File: config.mk
export PLATFORM = sky130hd
export DESIGN_NAME = adder_rr_arbiter_flat
export DESIGN_NICKNAME = d
export VERILOG_FILES = /design/src/rtl/adder_rr_arbiter_if.sv /design/src/rtl/adder_rr_arbiter.sv /design/src/flat_wrapper.sv
export SDC_FILE = /design/constraint.sdc
export NUM_CORES = 1
export LEC_CHECK = 0
export CAP_MARGIN = 25
export CORE_MARGIN = 1
export CORE_UTILIZATION = 44
export CTS_CLUSTER_DIAMETER = 100
export CTS_CLUSTER_SIZE = 24
export DETAILED_ROUTE_END_ITERATION = 6
export PLACE_DENSITY = 0.85
export RECOVER_POWER = 25
export SLEW_MARGIN = 30
export SYNTH_ARGS = -nofsm -noshare
export SYNTH_HDL_FRONTEND = slang
export SYNTH_SLANG_ARGS = --single-unit
File: constraint.sdc
create_clock -name clk -period 9 [get_ports clk]
set_input_delay 1.35 -clock clk [delete_from_list [all_inputs] [get_ports clk]]
set_output_delay 1.35 -clock clk [all_outputs]
set_load 0.02 [all_outputs]
File: src/rtl/adder_rr_arbiter_if.sv
// rtl/adder_rr_arbiter_if.sv - request, adder and response signals of the shared-adder arbiter
interface adder_rr_arbiter_if #(
  parameter int WIDTH = 16,
  parameter int N_REQ = 4,
  parameter int ID_W  = $clog2(N_REQ)
);
  logic [N_REQ-1:0]       req_valid;
  logic [N_REQ-1:0]       req_ready;
  logic [N_REQ*WIDTH-1:0] req_a;
  logic [N_REQ*WIDTH-1:0] req_b;
  logic [N_REQ-1:0]       req_cin;
  logic [WIDTH-1:0]       add_a;
  logic [WIDTH-1:0]       add_b;
  logic                   add_cin;
  logic [WIDTH-1:0]       add_sum;
  logic                   add_cout;
  logic                   rsp_valid;
  logic                   rsp_ready;
  logic [ID_W-1:0]        rsp_id;
  logic [WIDTH-1:0]       rsp_sum;
  logic                   rsp_cout;

  modport master (
    input  req_valid, req_a, req_b, req_cin, add_sum, add_cout, rsp_ready,
    output req_ready, add_a, add_b, add_cin, rsp_valid, rsp_id, rsp_sum, rsp_cout
  );

  modport slave (
    output req_valid, req_a, req_b, req_cin, add_sum, add_cout, rsp_ready,
    input  req_ready, add_a, add_b, add_cin, rsp_valid, rsp_id, rsp_sum, rsp_cout
  );
endinterface

File: src/rtl/adder_rr_arbiter.sv
// rtl/adder_rr_arbiter.sv - round-robin arbiter sharing one external adder among N_REQ requesters
module adder_rr_arbiter #(
  parameter int WIDTH = 16,
  parameter int N_REQ = 4,
  parameter int ID_W  = $clog2(N_REQ)
) (
  input  logic                clk,
  input  logic                rst,
  adder_rr_arbiter_if.master  bus,
  output logic                busy
);
  typedef enum logic [1:0] {IDLE, ISSUE, RESP} state_t;

  state_t             state;
  state_t             next_state;
  logic [ID_W-1:0]    last_grant;
  logic [ID_W-1:0]    grant;
  logic [ID_W-1:0]    offset;
  logic [ID_W:0]      base;
  logic [ID_W:0]      gsum;
  logic [2*N_REQ-1:0] shifted;
  logic [N_REQ-1:0]   rot;
  logic               any_valid;
  logic               accept;

  // Rotate the valids so the requester after last_grant sits at bit 0,
  // take the lowest set bit, then map the offset back to a requester index.
  always_comb begin
    base    = {1'b0, last_grant} + (ID_W+1)'(1);
    shifted = {bus.req_valid, bus.req_valid} >> base;
    rot     = shifted[N_REQ-1:0];
    offset  = '0;
    for (int k = N_REQ - 1; k >= 0; k--) begin
      if (rot[k]) offset = ID_W'(k);
    end
    gsum = base + {1'b0, offset};
    if (gsum >= (ID_W+1)'(N_REQ)) gsum = gsum - (ID_W+1)'(N_REQ);
    grant     = gsum[ID_W-1:0];
    any_valid = |bus.req_valid;
  end

  assign accept = (state == IDLE) && any_valid;

  always_ff @(posedge clk or posedge rst) begin
    if (rst) state <= IDLE;
    else     state <= next_state;
  end

  always_comb begin
    next_state = state;
    case (state)
      IDLE:    if (any_valid) next_state = ISSUE;
      ISSUE:   next_state = RESP;
      RESP:    if (bus.rsp_ready) next_state = IDLE;
      default: next_state = IDLE;
    endcase
  end

  always_comb begin
    bus.req_ready = '0;
    bus.rsp_valid = (state == RESP);
    if (accept && !rst) bus.req_ready[grant] = 1'b1;
  end

  always_ff @(posedge clk or posedge rst) begin
    if (rst) busy <= 1'b0;
    else     busy <= (next_state != IDLE);
  end

  // Operands are latched only on accept; the result only in ISSUE, so both hold through RESP.
  always_ff @(posedge clk or posedge rst) begin
    if (rst) begin
      bus.add_a    <= '0;
      bus.add_b    <= '0;
      bus.add_cin  <= 1'b0;
      bus.rsp_id   <= '0;
      bus.rsp_sum  <= '0;
      bus.rsp_cout <= 1'b0;
      last_grant   <= ID_W'(N_REQ - 1);
    end else begin
      if (accept) begin
        bus.add_a   <= bus.req_a[grant*WIDTH +: WIDTH];
        bus.add_b   <= bus.req_b[grant*WIDTH +: WIDTH];
        bus.add_cin <= bus.req_cin[grant];
        bus.rsp_id  <= grant;
        last_grant  <= grant;
      end
      if (state == ISSUE) begin
        bus.rsp_sum  <= bus.add_sum;
        bus.rsp_cout <= bus.add_cout;
      end
    end
  end
endmodule

File: src/flat_wrapper.sv
// flat-port wrapper written by rule: the top's interface ports become plain ports
module adder_rr_arbiter_flat 
#(
  parameter int WIDTH = 16,
  parameter int N_REQ = 4,
  parameter int ID_W  = $clog2(N_REQ)
)
  (clk, rst, busy, bus_req_valid, bus_req_a, bus_req_b, bus_req_cin, bus_add_sum, bus_add_cout, bus_rsp_ready, bus_req_ready, bus_add_a, bus_add_b, bus_add_cin, bus_rsp_valid, bus_rsp_id, bus_rsp_sum, bus_rsp_cout);
  adder_rr_arbiter_if #(.WIDTH(WIDTH), .N_REQ(N_REQ), .ID_W(ID_W)) bus_i ();
  input  logic clk;
  input  logic rst;
  output logic busy;
  input wire logic [$bits(bus_i.req_valid)-1:0] bus_req_valid;
  input wire logic [$bits(bus_i.req_a)-1:0] bus_req_a;
  input wire logic [$bits(bus_i.req_b)-1:0] bus_req_b;
  input wire logic [$bits(bus_i.req_cin)-1:0] bus_req_cin;
  input wire logic [$bits(bus_i.add_sum)-1:0] bus_add_sum;
  input wire logic [$bits(bus_i.add_cout)-1:0] bus_add_cout;
  input wire logic [$bits(bus_i.rsp_ready)-1:0] bus_rsp_ready;
  output wire logic [$bits(bus_i.req_ready)-1:0] bus_req_ready;
  output wire logic [$bits(bus_i.add_a)-1:0] bus_add_a;
  output wire logic [$bits(bus_i.add_b)-1:0] bus_add_b;
  output wire logic [$bits(bus_i.add_cin)-1:0] bus_add_cin;
  output wire logic [$bits(bus_i.rsp_valid)-1:0] bus_rsp_valid;
  output wire logic [$bits(bus_i.rsp_id)-1:0] bus_rsp_id;
  output wire logic [$bits(bus_i.rsp_sum)-1:0] bus_rsp_sum;
  output wire logic [$bits(bus_i.rsp_cout)-1:0] bus_rsp_cout;
  assign bus_i.req_valid = bus_req_valid;
  assign bus_i.req_a = bus_req_a;
  assign bus_i.req_b = bus_req_b;
  assign bus_i.req_cin = bus_req_cin;
  assign bus_i.add_sum = bus_add_sum;
  assign bus_i.add_cout = bus_add_cout;
  assign bus_i.rsp_ready = bus_rsp_ready;
  assign bus_req_ready = bus_i.req_ready;
  assign bus_add_a = bus_i.add_a;
  assign bus_add_b = bus_i.add_b;
  assign bus_add_cin = bus_i.add_cin;
  assign bus_rsp_valid = bus_i.rsp_valid;
  assign bus_rsp_id = bus_i.rsp_id;
  assign bus_rsp_sum = bus_i.rsp_sum;
  assign bus_rsp_cout = bus_i.rsp_cout;
  adder_rr_arbiter #(.WIDTH(WIDTH), .N_REQ(N_REQ), .ID_W(ID_W)) u_core (.clk(clk), .rst(rst), .bus(bus_i), .busy(busy));
endmodule
==> metrics.csv <==
metric,value,unit
die width,99.4,um
# DRC,0,
CTS buffer count,9,
largest family of logic cells by synthesized area,compound AO/OA/AOI/OAI gates,
CP top delay family,buffers and inverters,
Setup Skew,0.0101,ns
most frequent cells in the layout,"clkdlybuf4s50_1, nor2b_1, dfrtp_1",
CTS tree,done,
CP Class,in2out,
mux cell area share after synthesis,4.83,%
post-synthesis compound-gate area fraction,38.0,%
clock sink total,57,
vias in the first global route,3845,
ant diodes,0,
Rel. slew slack,-104,%
first-pass GRT wire length,19500,um
Worst Hold Depth,2,
clock root cell,clkbuf_8,
distinct cell type count after synthesis,47,
number of synthesis warnings,0,
"slowest stage delay, CP",2.16,ns
Final min period,6.62,ns
Nets,726,
Synth area leader,dfrtp_1,
Final setup viols,0,
cell area after layout,6560,um^2
"top cells by area, synth","dfrtp_1, a2111oi_4, nor2b_1",
Synth Net Count,538,
core area,9200,um^2
post-synthesis cell area,4170,um^2
Post-synth EDFFs,0,
"most common cell after layout, fill and taps aside",clkdlybuf4s50_1,
Vias per Instance,5.63,
Worst-path clk slew,0.07,ns
initial antenna violation count,0,
failing checks,"max-capacitance violations, max-slew violations",
Worst Setup End Kind,output port,
cts hold-fix bufs,0,
Synth Register Bits,57,
CP Launch Type,primary input,
Row Count,35,
simple-gate share of the synthesized area,16.5,%
Initial DRC Count,179,
Crit Path Max Fanout,58,
Vias,3848,
final wirelength,12800,um
r2r startpoint,u_core.last_grant[0],
Area Overhead vs Synth,57.2,%
Syn Area/Cell,11.0,um^2
Yosys top cell area share,33.0,%
post-CTS sizing,0,
IO Pins,214,
Cells after Synth,380,
Least-Margin Pin Slew,3.06,ns
die area,9880,um^2
adder-cell share of the synthesized area,0.600,%
pwr/cell area,426,nW/um^2
remaining antenna violation count,0,
final hold viol count,0,
Max IR drop VDD,0.266,mV
dpl cell area,6300,um^2
GR Util All Layers,25.2,%
static leakage,2.36,nW
status,"complete, but fails checks",
starting density of the core,45.4,%
Hold Crit Start,u_core.bus.add_a[0],
largest net degree at the start of global routing,80,
Post-synth top flop,dfrtp_1,
chip height,99.4,um
filler cell count,663,
reg2reg end,u_core.bus.add_a[15],
first-pass detailed-route iteration total,4,
Skew-Pair Late Insertion Delay,0.33,ns
DR WL/cell,18.7,um
crit-path cells,dlygate4sd3_1 > clkinv_1 > clkbuf_1 > and4_1 > clkdlybuf4s50_1,
grt ovf,0,
H-tree levels,3,
reg2reg path depth,9,
final worst path period share,73.5,%
DP HPWL,9270,um
Slew Limit Fails,59,
RSZ-0062 raised after global routing,false,
Post-synth ARST share,100,%
worst hold path type,reg2reg,
fmax,151,MHz
I/O Buffers,213,
setup TNS,0,ns
Worst R2R Setup Slack,4.91,ns
critical path's slowest cell,clkbuf_1,
CP bufs+invs,4,
"Req. time, crit path",7.65,ns
Max-cap violations,1,
XOR/XNOR share of the synthesized area,0.210,%
crit path DAT,5.27,ns
RePlAce Congestion,0.845,
Total Power,0.00279,W
Longest Clk Path Bufs,2,
hold slack final,0.478,ns
final core occ,71.3,%
share of post-route cells with drive strength above 1,14.0,%
Hold Path Sink,u_core.bus.add_a[0],
register area share after synthesis,34.2,%
post-CTS setup buffers,0,
==> per-layer routing <==
metal | wire (um) | GRT usage, % | part of all wire, %
met1 | 5060 | 29.5 | 40
met2 | 6450 | 45.3 | 50
met3 | 922 | 5.41 | 7.2
met4 | 371 | 9.16 | 2.9
met5 | 0 | 0 | 0
==> worst min-delay path: cells and delay by family, from the launching register on <==
| family | cells | cell delay [ns] |
|---|---|---|
| and+or+nand+nor | 1 | 0.05 |
| DFF | 1 | 0.34 |
| AOI/OAI and AO/OA | 1 | 0.05 |
==> cell families after synthesis <==
logic type | count (synthesis)
compound gates | 125
xor+xnor | 1
fa+ha+maj | 2
buf+inv | 50
flops | 57
mux | 18
simple gates | 127
==> worst max path at each step <==
stage,from,endpoint,slack [ns],depth (start not counted)
2_1_floorplan,bus_req_valid[2],bus_req_ready[0],3.81,11
3_3_place_gp,bus_req_valid[1],bus_req_ready[2],2.73,10
3_5_place_dp,bus_req_valid[1],bus_req_ready[2],2.61,10
4_1_cts,bus_req_valid[1],bus_req_ready[2],2.60,10
5_1_grt,rst,bus_req_ready[0],1.69,5
6_report,rst,bus_req_ready[0],2.38,5
==> report_power, final <==
part | internal (W) | leakage [nW] | total [W] | switching, W
registers | 0.000401 | 0.682 | 0.000487 | 0.0000863
logic | 0.000903 | 1.57 | 0.00205 | 0.00115
clock network | 0.000155 | 0.106 | 0.000257 | 0.000102
==> synth_stat cells, types with 2 or more instances <==
master     count
a2111oi_0      4
a2111oi_4     29
a21oi_1        2
a221oi_1      34
a32oi_1        2
buf_1          2
buf_2          6
buf_4          3
buf_6          4
clkbuf_1      28
dfrtp_1       55
dfstp_2        2
ha_1           2
inv_1          7
mux2_2        17
nand2_1       36
nand2b_1       3
nor2_1        11
nor2b_1       66
nor3_1         2
o21ai_0        5
o31ai_1       34
or2_2          2
==> cell type report <==
class / count / area, um^2 / share of cell area, %
Clock buffer: 10 / 128 / 1.95
Tap cell: 111 / 139 / 2.12
Timing Repair Buffer: 220 / 2210 / 33.8
Clock inverter: 6 / 82.6 / 1.26
Sequential cell: 57 / 1430 / 21.8
Inverter: 7 / 26.3 / 0.401
Multi-Input combinational cell: 273 / 2540 / 38.7
==> metrics by stage <==
stage | setup slack [ns] | std cells
6_report | 2.38 | 684
5_1_grt | 1.69 | 684
4_1_cts | 2.60 | 682
3_5_place_dp | 2.61 | 666
3_3_place_gp | 2.73 | 666
2_1_floorplan | 3.81 | 380
==> sequential cells by signal (all words and copies together), names as in the netlist <==
register and flops:
u_core.bus.rsp_cout 1, u_core.bus.add_a 16, u_core.bus.rsp_id 2, u_core.last_grant 2
u_core.bus.add_cin 1, u_core.bus.rsp_sum 16, u_core.bus.add_b 16, u_core.state 2
u_core.busy 1
Note: power is estimated with default switching activity, not from simulation.
